--- src/rtl/id_ex_stage.sv ---
// id_ex_stage: ID/EX pipeline register for the MIPS-subset pipeline.
// Captures register operands, immediate, specifiers and decoded control for EX,
// detects load-use hazards (stall + bubble), squashes on branch flush and keeps
// a saturating bubble counter for performance debug.
// Optional feature: define WB_BYPASS_EN to forward same-cycle writeback data
// into the captured operands when the writeback register matches rs/rt.

module id_ex_stage #(
  parameter int unsigned DATA_W = 32,
  parameter int unsigned REG_AW = 5,
  parameter int unsigned CNT_W  = 16
) (
  input  logic              clk,
  input  logic              init_n,
  input  logic              id_valid,
  input  logic [REG_AW-1:0] id_rs,
  input  logic [REG_AW-1:0] id_rt,
  input  logic [REG_AW-1:0] id_rd,
  input  logic              id_uses_rt,
  input  logic [DATA_W-1:0] id_rdata1,
  input  logic [DATA_W-1:0] id_rdata2,
  input  logic [DATA_W-1:0] id_imm,
  input  logic [7:0]        id_ctrl,
  input  logic              flush,
  input  logic              wb_we,
  input  logic [REG_AW-1:0] wb_reg,
  input  logic [DATA_W-1:0] wb_data,
  output logic              stall,
  output logic              ex_valid,
  output logic [REG_AW-1:0] ex_rs,
  output logic [REG_AW-1:0] ex_rt,
  output logic [REG_AW-1:0] ex_dst,
  output logic [DATA_W-1:0] ex_a,
  output logic [DATA_W-1:0] ex_b,
  output logic [DATA_W-1:0] ex_imm,
  output logic [7:0]        ex_ctrl,
  output logic [CNT_W-1:0]  bubble_cnt
);

  // Control byte layout: {regWrite, memToReg, memRead, memWrite, aluSrc, regDst, aluOp[1:0]}
  localparam int unsigned CTRL_MEMREAD = 5;
  localparam int unsigned CTRL_REGDST  = 2;

  // EX-slot state
  logic              ex_valid_q, ex_valid_d;
  logic [REG_AW-1:0] ex_rs_q,    ex_rs_d;
  logic [REG_AW-1:0] ex_rt_q,    ex_rt_d;
  logic [REG_AW-1:0] ex_dst_q,   ex_dst_d;
  logic [DATA_W-1:0] ex_a_q,     ex_a_d;
  logic [DATA_W-1:0] ex_b_q,     ex_b_d;
  logic [DATA_W-1:0] ex_imm_q,   ex_imm_d;
  logic [7:0]        ex_ctrl_q,  ex_ctrl_d;
  logic [CNT_W-1:0]  cnt_q,      cnt_d;

  logic              hazard_c;
  logic              bubble_c;
  logic              rs_match_c;
  logic              rt_match_c;
  logic [DATA_W-1:0] opnd_a_c;
  logic [DATA_W-1:0] opnd_b_c;

  // Load-use detection against the load currently sitting in EX ($0 never hazards)
  always_comb begin
    rs_match_c = (ex_rt_q == id_rs);
    rt_match_c = id_uses_rt && (ex_rt_q == id_rt);
    hazard_c   = id_valid && ex_valid_q && ex_ctrl_q[CTRL_MEMREAD] &&
                 (ex_rt_q != REG_AW'(0)) && (rs_match_c || rt_match_c);
  end

  // Flush outranks the stall so a squashed slot never holds fetch
  assign stall = hazard_c && !flush;

  // Either flush or stall injects exactly one bubble this edge
  assign bubble_c = flush || hazard_c;

`ifdef WB_BYPASS_EN
  // Forward the value being written back this cycle over the stale regfile read
  always_comb begin
    opnd_a_c = id_rdata1;
    opnd_b_c = id_rdata2;
    if (wb_we && (wb_reg != REG_AW'(0)) && (wb_reg == id_rs)) begin
      opnd_a_c = wb_data;
    end
    if (wb_we && (wb_reg != REG_AW'(0)) && (wb_reg == id_rt)) begin
      opnd_b_c = wb_data;
    end
  end
`else
  // Operands come straight from the register file; writeback port is unused here
  logic wb_unused_c;
  assign wb_unused_c = wb_we ^ (^wb_reg) ^ (^wb_data);

  always_comb begin
    opnd_a_c = id_rdata1;
    opnd_b_c = id_rdata2;
  end
`endif

  // Next-state selection: flush > stall > capture > idle
  always_comb begin
    ex_valid_d = ex_valid_q;
    ex_rs_d    = ex_rs_q;
    ex_rt_d    = ex_rt_q;
    ex_dst_d   = ex_dst_q;
    ex_a_d     = ex_a_q;
    ex_b_d     = ex_b_q;
    ex_imm_d   = ex_imm_q;
    ex_ctrl_d  = ex_ctrl_q;
    cnt_d      = cnt_q;

    if (bubble_c) begin
      ex_valid_d = 1'b0;
      ex_ctrl_d  = 8'h00;
      if (cnt_q != {CNT_W{1'b1}}) begin
        cnt_d = cnt_q + CNT_W'(1);
      end
    end else if (id_valid) begin
      ex_valid_d = 1'b1;
      ex_ctrl_d  = id_ctrl;
      ex_rs_d    = id_rs;
      ex_rt_d    = id_rt;
      ex_imm_d   = id_imm;
      ex_dst_d   = id_ctrl[CTRL_REGDST] ? id_rd : id_rt;
      ex_a_d     = opnd_a_c;
      ex_b_d     = opnd_b_c;
    end else begin
      ex_valid_d = 1'b0;
      ex_ctrl_d  = 8'h00;
    end
  end

  // EX-slot register with asynchronous clear
  always_ff @(posedge clk or negedge init_n) begin
    if (!init_n) begin
      ex_valid_q <= 1'b0;
      ex_rs_q    <= '0;
      ex_rt_q    <= '0;
      ex_dst_q   <= '0;
      ex_a_q     <= '0;
      ex_b_q     <= '0;
      ex_imm_q   <= '0;
      ex_ctrl_q  <= '0;
      cnt_q      <= '0;
    end else begin
      ex_valid_q <= ex_valid_d;
      ex_rs_q    <= ex_rs_d;
      ex_rt_q    <= ex_rt_d;
      ex_dst_q   <= ex_dst_d;
      ex_a_q     <= ex_a_d;
      ex_b_q     <= ex_b_d;
      ex_imm_q   <= ex_imm_d;
      ex_ctrl_q  <= ex_ctrl_d;
      cnt_q      <= cnt_d;
    end
  end

  assign ex_valid   = ex_valid_q;
  assign ex_rs      = ex_rs_q;
  assign ex_rt      = ex_rt_q;
  assign ex_dst     = ex_dst_q;
  assign ex_a       = ex_a_q;
  assign ex_b       = ex_b_q;
  assign ex_imm     = ex_imm_q;
  assign ex_ctrl    = ex_ctrl_q;
  assign bubble_cnt = cnt_q;

endmodule

--- config.mk ---
export PLATFORM = sky130hd
export DESIGN_NAME = id_ex_stage
export DESIGN_NICKNAME = d
export VERILOG_FILES = /design/src/rtl/id_ex_stage.sv
export SDC_FILE = /design/constraint.sdc
export NUM_CORES = 1
export LEC_CHECK = 0
export ABC_AREA = 1
export ABC_CLOCK_PERIOD_IN_PS = 2200
export CORE_MARGIN = 5
export CORE_UTILIZATION = 34
export DETAILED_ROUTE_END_ITERATION = 12
export GPL_ROUTABILITY_DRIVEN = 1
export GPL_TIMING_DRIVEN = 0
export PLACE_DENSITY_LB_ADDON = 0.3
export SLEW_MARGIN = 20
export SYNTH_ARGS = -nofsm -noshare
export SYNTH_HDL_FRONTEND = slang
export SYNTH_SLANG_ARGS = --single-unit
--- constraint.sdc ---
create_clock -name clk -period 2.2 [get_ports clk]
set_input_delay 0.33 -clock clk [delete_from_list [all_inputs] [get_ports clk]]
set_output_delay 0.33 -clock clk [all_outputs]
set_load 0.005 [all_outputs]
# Word-level counts from Yosys, hierarchy flattened
# Cells that the tools add are included.
dict set report word_totals {
  ff_bits 136
  input_bits 162
  out_inout_bits 137
  wordCells 31
}
dict set report op_classes {
  addsub 1
  eq_ne 3
  muxes 5
  bitwise_logic 1
  n_reduce_logical 12
}
# operator n
set ops {}
lappend ops {{adder 16 x 1 -> 16 bit (second input constant)} 1}
lappend ops {{2-to-1 mux 8 bit} 2}
lappend ops {{inequality test 16 bit (second input constant)} 1}
lappend ops {{equality test 5 bit} 2}
lappend ops {{logical AND 1 bit} 6}
lappend ops {{2-to-1 mux 5 bit} 1}
lappend ops {{nonzero test 5 bit} 1}
lappend ops {{AND reduction 2 bit} 2}
lappend ops {{logical OR 1 bit} 2}
lappend ops {{2-to-1 mux 1 bit} 2}
lappend ops {{logical NOT 1 bit} 1}
lappend ops {{NOT 1 bit} 1}

# Depth between registers and ports, before layout
# Gate-level depths: netlist (run 1).
dict set report depth {
  word_depth 7
  ltp_mapped 12
  ltp_nobuf 11
}

# Worst setup path after synthesis (run 1)
# Ideal clock, no wire load.
dict set report synth_path {
  kind {reg2reg}
  startpoint {reg cnt_q[0] (netlist: bubble_cnt[0])}
  endpoint {reg cnt_q[10] (netlist: bubble_cnt[10])}
  setup_time_ns 0.117
  t_arrival_ns 1.431
  t_required_ns 2.083
  slack_ns 0.652
  path_stages_with_launch 8
  path_buffers 1
  synth_period_minus_slack_ns 1.548
  cell_sequence {dfrtp_1 -> ha_1 -> nand3_1 -> nor3_1 -> nand3_1 -> clkbuf_1 -> nand3_1 -> nand2_1}
}
dict set report synth_between {
  elab_chain_len 2
  elab_cells_between_ends 3
  classes_between {add/sub (1); eq/ne (1); reduce/logical (1)}
}
# item line_no
set synth_lines {}
lappend synth_lines {{start: declaration} 53} ;# logic [CNT_W-1:0] cnt_q, cnt_d;
lappend synth_lines {{start signal: assignment} 153} ;# cnt_q <= cnt_d;
lappend synth_lines {{parallel branches: the longest is 2 deep, another holds adder 16 x 1 -> 16 bit} --}
# Parallel ways; which one is timed is not known.
# A chain may end at the register's enable or synchronous reset.

# Worst setup path after layout (run 1)
dict set report layout_path {
  startpoint {in id_rt[1]}
  endpoint {out stall}
}
dict set report layout_between {
  elab_chain_len 5
}
# item line_no
set layout_lines {}
lappend layout_lines {{start: declaration} 17} ;# input logic [REG_AW-1:0] id_rt,
lappend layout_lines {{equality test 5 bit} 65} ;# rt_match_c = id_uses_rt && (ex_rt_q == id_rt);
lappend layout_lines {{logical AND 1 bit} 65}
lappend layout_lines {{logical OR 1 bit} 67} ;# (ex_rt_q != REG_AW'(0)) && (rs_match_c || rt_match_c);
lappend layout_lines {{logical AND 1 bit} 67}
lappend layout_lines {{logical AND 1 bit} 71} ;# assign stall = hazard_c && !flush;
lappend layout_lines {{end: declaration} 28} ;# output logic stall,
# Every way passes these cells.

==> results by group, run 1 <==
Routing
  • Final WL: 20800 um
  • Router iterations before antenna repair: 4
  • Routed len/inst: 16.9 um
  • Vias post-DR: 6062
  • Initial DRC count: 373
  • Vias/cell: 4.91
  • Routed Antenna Nets: 0
  • DRC: 0

Synth
  • Avg Cell Area, Syn: 8.49 um^2
  • Post-Syn Instances: 714
  • Synth warnings: 0
  • Post-Syn Nets: 877
  • Register bit total from synthesis: 136
  • Register area share after synthesis: 56.1%
  • Yosys top cell area share: 56.1%
  • Distinct cells, synth: 21
  • Area leader, netlist: dfrtp_1
  • Synth Cell Area: 0.00606 mm^2
  • Main area contributors after synthesis: dfrtp_1 56%, nand2_1 19%, nand4_1 12%

STA
  • Worst slew pin tran: 688 ps
  • Clock Skews: 9.47 ps
  • Final period util: 92.7%
  • Max-slew headroom: 54.2%
  • Setup ws final: 161 ps
  • Minimum clock period: 2040 ps
  • Worst Hold Slack: 363 ps
  • Slew Limit Fails: 0
  • Fin. Hold Viols: 0
  • Final Setup Violations: 0
  • Unrepaired setup endpoints after global routing: false
  • F_max: 0.490 GHz

Final layout
  • Final Core Density: 55.2%
  • Layout area overhead: 58.6%
  • Final instance area: 0.00962 mm^2
  • Multi-input gate area: 0.00230 mm^2
  • Layout cell share with drive strength beyond 1: 7.23%
  • Storage cell area: 0.00341 mm^2
  • Post-Layout Cell Count: 1234
  • ANT cells: 0
  • Fill cells: 1620
  • Nets: 1159

Critical path
  • Worst-path cell chain: clkdlybuf4s50_1 > inv_1 > nand2_1 > nand2_1 > nor2_1 > nand3_1 > nand2_2 > nand2_4 > nor2_1 > dlygate4sd2_1
  • RR Startpoint: ex_rt[1]
  • CP max stage cell: clkdlybuf4s50_1
  • Worst Setup SP: id_rt[1]
  • CP arrival: 1710 ps
  • CP endpoint kind: primary output
  • Startpoint types: primary input
  • CP max stage delay: 510 ps
  • Max FO, Critical Path: 3
  • Req. time, crit path: 1870 ps
  • CP Class: in2out

Floorplan
  • Die Ht: 144 um
  • Die W: 144 um
  • Initial Util: 34.8%
  • Core Region: 0.0174 mm^2
  • # rows: 48
  • # IOs: 299
  • Die area: 0.0206 mm^2

Clock tree
  • Clock sinks: 136
  • CTS Buffer Depth: 2
  • CTS H-Tree Depth: 4
  • CTS tree: built
  • Clk_lat worst skew: 410 ps
  • Root Buffer Master: clkbuf_16
  • Clk slew on worst S/H paths: 50 ps
  • CTS Buf Count: 17

Placement
  • # port buffers: 259
  • Pre-CTS WS: -485 ps
  • Cells after DPL: 1199
  • Placed inst area: 0.00897 mm^2
  • DPL Wire Length: 15400 um
  • Placer Congestion: 0.860

Worst hold path
  • Worst Hold Class: in2reg
  • Hold_sp: id_ctrl[2]

Pwr
  • PwrDens: 779 mW/mm^2
  • Static leakage: 4.57 nW
  • Peak VDD IR: 0.518 mV

Global route
  • Pin count of the biggest net entering global routing: 70
  • First-pass GRT wire length: 32100 um
  • Initial antenna violation count: 1
  • All-Layer GR Usage: 20.0%
  • Vias in the first global route: 5869
  • Grt total ovfl: 0

Outcome
  • Run status: finished, final reports clean

Run
  • Max-cap violations: 0
-- worst max-delay path, delay by kind of cell --
family	cells	cell delay, ps
buffers and inverters	3	820
and+or+nand+nor	7	560
-- state kept, by name, indices dropped and copies added, names as in the netlist --
signal,cells
ex_a,32
ex_b,32
ex_rt,5
ex_imm,32
ex_dst,5
ex_ctrl,8
bubble_cnt,16
ex_rs,5
ex_valid,1
-- power by group --
group / internal [W] / switching (W)
sequential: 0.00280 / 0.000213
clock: 0.00182 / 0.00112
combinational: 0.000915 / 0.000626
-- cells by family (layout without fill, tap and decap cells) --
group                      Yosys count  after routing  share of synthesized area, %
DFF                                136            136                          56.1
adders and majority gates            1              1                         0.206
muxes                                1              1                         0.186
and+or+nand+nor                    478            478                          35.2
AOI/OAI and AO/OA                    4              4                         0.330
buffers and inverters               81            376                          6.07
xor gates and xnor gates            13             13                          1.88
-- repair_timing --
action,CTS,global route
pin swaps,1,0
resized for setup,6,2
buffers inserted,3,0
cloned,0,0
hold endpoints to repair,67,0
endpoints found under the setup margin,1,27
hold buffers,1,0
-- per-layer routing --
| layer | up-vias | track usage [%] | wire, um |
|---|---|---|---|
| met5 | - | 0 | 13 |
| met1 | 2854 | 26.1 | 8640 |
| met3 | 34 | 4.43 | 1600 |
| met2 | 238 | 32.8 | 10100 |
| li1 | 2934 | - | - |
| met4 | 2 | 7.19 | 534 |
-- worst paths after layout --
| kind | to | slack [ps] | cells past startpoint |
|---|---|---|---|
| max in group asynchronous | ex_rt[0] | 1000 | 3 |
| worst max register to register | ex_a[9] | 240 | 12 |
| worst min-delay path | ex_ctrl[2] | 360 | 3 |
| min in group asynchronous | ex_b[10] | 450 | 2 |
| worst min register to register | ex_a[26] | 470 | 2 |
| worst max-delay path | stall | 160 | 10 |
-- synth_stat cells --
library cell  number
nand2_2            3
buf_2             12
inv_2              3
nand3_1           25
buf_6              1
nor2_1            24
mux2_2             1
clkbuf_1          16
xnor2_1            4
nand4_1          114
buf_1             14
buf_4             11
dfrtp_1          136
nand2_1          306
xor2_1             9
inv_1             24
nand3_2            1
o21ai_0            4
ha_1               1
nor3_1             4
nor3_2             1
-- per-stage QoR --
stage | setup TNS (ps) | power (W)
after detailed placement | -8850 | 0.00461
after global routing | 0 | 0.00788
after floorplan | 0 | 0.00352
final | 0 | 0.00750
after global placement | -674380 | 0.00458
after CTS | 0 | 0.00759
-- area by class of cell --
| cell class | count | share of cell area (%) |
|---|---|---|
| tap | 225 | 2.93 |
| timing repair buffer | 264 | 27.6 |
| inverter | 27 | 1.05 |
| sequential | 136 | 35.4 |
| clock inverter | 13 | 1.74 |
| multi-input combinational | 497 | 23.9 |
| buffer | 53 | 2.76 |
| clock buffer | 19 | 4.60 |
-- layout by cell type, fill, tap and decap left out --
cell	count
inv_1	23
nand2_1	305
xnor2_1	4
nand3_1	25
nand3_2	1
nand4_1	114
buf_4	14
buf_1	14
nor3_2	1
buf_8	1
clkinv_4	1
dlygate4sd2_1	2
clkinvlp_4	5
clkbuf_1	16
clkbuf_4	1
clkbuf_16	17
bufinv_16	3
clkdlybuf4s50_1	256
ha_1	1
inv_2	4
dfrtp_1	134
clkinv_2	1
buf_16	1
clkbuf_8	1
inv_6	3
nand2_2	3
dlygate4sd3_1	1
nand2_4	1
buf_2	11
xor2_1	9
o21ai_0	4
buf_6	1
nor3_1	4
nor2_1	24
mux2_2	1
dfrtp_2	2
(Power assumes the default switching activity.)
==> inputs of run 2 (changes only) <==
--- a/config.mk
+++ b/config.mk
@@ -8,11 +8,12 @@
 export ABC_AREA = 1
 export ABC_CLOCK_PERIOD_IN_PS = 2200
 export CORE_MARGIN = 5
-export CORE_UTILIZATION = 34
+export CORE_UTILIZATION = 44
 export DETAILED_ROUTE_END_ITERATION = 12
 export GPL_ROUTABILITY_DRIVEN = 1
 export GPL_TIMING_DRIVEN = 0
 export PLACE_DENSITY_LB_ADDON = 0.3
+export SETUP_SLACK_MARGIN = 0.05
 export SLEW_MARGIN = 20
 export SYNTH_ARGS = -nofsm -noshare
 export SYNTH_HDL_FRONTEND = slang
==> run 2 against run 1 <==
Effect of this change: sequential share of layout area up 0.18 points; flip-flop and latch count unchanged; register-to-register slack about the same; fmax about the same; combinational power about the same; clock power about the same; global-route usage up 5.6 points; count of clock-buffer cells in the layout up 1; first-iteration DRC count up 1.3%; final cell count down 3.5%; non-clock buffer count up 2.
==> results by group, run 2 (synthesis results as in run 1) <==
Clock tree
  • Root Buffer Master: clkbuf_16
  • Clock sinks: 136 (unchanged)
  • CTS tree: built
  • CTS Buf Count: 17 (unchanged)
  • Clk_lat worst skew: 430 ps (+20 ps)
  • CTS H-Tree Depth: 4 (unchanged)
  • CTS Buffer Depth: 2 (unchanged)
  • Clk slew on worst S/H paths: 50 ps (about the same)

Floorplan
  • # IOs: 299 (unchanged)
  • Die Ht: 127 um (-11%)
  • Initial Util: 44.2% (+9.4 points)
  • Die W: 127 um (-11%)
  • # rows: 43 (-10%)
  • Core Region: 0.0137 mm^2 (-21%)
  • Die area: 0.0162 mm^2 (-21%)

Global route
  • Pin count of the biggest net entering global routing: 94 (+34%)
  • Initial antenna violation count: 0 (-1)
  • Grt total ovfl: 0 (unchanged)
  • All-Layer GR Usage: 25.6% (+5.6 points)
  • Vias in the first global route: 6166 (+5.1%)
  • First-pass GRT wire length: 32400 um (+1.1%)

Run
  • Max-cap violations: 0 (unchanged)

Final layout
  • ANT cells: 0 (unchanged)
  • Storage cell area: 0.00341 mm^2 (about the same)
  • Commonest cells after routing, fill and taps aside: 305 x nand2_1, 257 x clkdlybuf4s50_1, 132 x dfrtp_1
  • Layout area overhead: 58.0%
  • Multi-input gate area: 0.00230 mm^2 (unchanged)
  • Commonest non-fill, non-tap cell in the layout: nand2_1
  • Layout cell share with drive strength beyond 1: 7.62% (+0.38 points)
  • Fill cells: 1059 (-35%)
  • Final Core Density: 69.8% (+15 points)
  • Nets: 1161 (+0.17%)

Pwr
  • Peak VDD IR: 0.503 mV (-3.0%)
  • Static leakage: 4.58 nW (+0.18%)
  • Pwr Total: 0.00752 W (+0.24%)
  • PwrDens: 785 mW/mm^2 (+0.67%)

STA
  • Worst slew pin tran: 641 ps (-46.5 ps)
  • Clock Skews: 16.0 ps (+6.55 ps)
  • Fin. Hold Viols: 0 (unchanged)
  • Max-slew headroom: 57.3% (+3.1 points)
  • F_max: 0.490 GHz (about the same)
  • Final Setup Violations: 0 (unchanged)
  • Minimum clock period: 2040 ps (+1.00 ps)
  • Slew Limit Fails: 0 (unchanged)
  • Unrepaired setup endpoints after global routing: false
  • Final period util: 92.7% (about the same)
  • Setup ws final: 160 ps (-1.00 ps)

Routing
  • Routed Antenna Nets: 0 (unchanged)
  • Routed len/inst: 17.5 um (+3.8%)
  • DRC: 0 (unchanged)
  • Vias/cell: 5.24 (+6.6%)
  • Vias post-DR: 6239 (+2.9%)
  • Router iterations before antenna repair: 5 (+1)
  • Final WL: 20900 um (+0.18%)
  • Initial DRC count: 378 (+1.3%)

Critical path
  • Req. time, crit path: 1870 ps (about the same)
  • CP max stage cell: clkdlybuf4s50_1
  • CP arrival: 1710 ps (about the same)
  • Max FO, Critical Path: 3 (unchanged)
  • Startpoint types: primary input
  • CP max stage delay: 520 ps (about the same)
  • CP Class: in2out
  • Worst-path cell chain: clkdlybuf4s50_1 > inv_1 > nand2_1 > nand2_1 > nor2_1 > nand3_1 > nand2_2 > nand2_4 > nor2_1 > clkdlybuf4s15_1
  • CP endpoint kind: primary output

Placement
  • # port buffers: 259 (unchanged)
  • Pre-CTS WS: -481 ps (+4.25 ps)
  • DPL Wire Length: 15000 um (-2.3%)
  • Placer Congestion: 0.873 (+1.6%)

Worst hold path
  • Worst Hold Class: in2reg

Outcome
  • Run status: finished, final reports clean
run 2: report_power, final:
part / switching (W) / internal, W / total, W
Combinational: 0.000643 / 0.000922 / 0.00156
Sequential: 0.000222 / 0.00281 / 0.00303
Clock: 0.00109 / 0.00184 / 0.00292
Total: 0.00195 / 0.00556 / 0.00752
run 2: final cells by class:
class                      count  share of cell area (%)
buffer                        53                    2.77
clock buffer                  20                    4.77
sequential                   136                    35.6
multi-input combinational    497                    24.0
clock inverter                12                    1.55
inverter                      27                    1.06
tap                          180                    2.35
timing repair buffer         266                    27.9
run 2: final timing paths:
kind                            start         end  slack (ps)  depth (start not counted)
max                          id_rs[4]       stall         160                         10
min                        id_ctrl[2]  ex_ctrl[2]         320                          3
max reg2reg                  ex_rt[3]    ex_b[18]         250                         12
min reg2reg                ex_imm[26]  ex_imm[26]         470                          2
max in group asynchronous      init_n    ex_rt[2]        1010                          3
min in group asynchronous      init_n    ex_b[10]         380                          2
run 2: repair_timing:
| action | 4_1_cts | 5_1_grt |
|---|---|---|
| hold endpoints to repair | 43 | 0 |
| pin swaps | 1 | 1 |
| gates resized for setup | 4 | 6 |
| buffers inserted | 3 | 2 |
| hold buffers | 1 | 0 |
| endpoints found under the setup margin | 1 | 47 |
run 2: critical path: cells and delay by family:
family	cells	cell delay (ps)
buffers and inverters	3	780
AND/OR/NAND/NOR	7	580
run 2: per-layer routing:
metal	share of wire [%]	vias to the layer above	global-route usage (%)
li1	-	2935	-
met1	39	2961	31.9
met2	50	306	43.1
met3	8.4	37	6.69
met4	2.3	0	9.27
met5	0	-	0
run 2: through the flow:
| step | hold WS (ps) | area [um^2] | std cells | setup TNS, ps |
|---|---|---|---|---|
| after floorplan | 34.4 | 6060 | 714 | 0 |
| after global placement | 452 | 8880 | 1153 | -641770 |
| after detailed placement | 239 | 8910 | 1154 | -1560 |
| after CTS | 300 | 9560 | 1189 | 0 |
| after global routing | 362 | 9580 | 1191 | 0 |
| final | 318 | 9580 | 1191 | 0 |
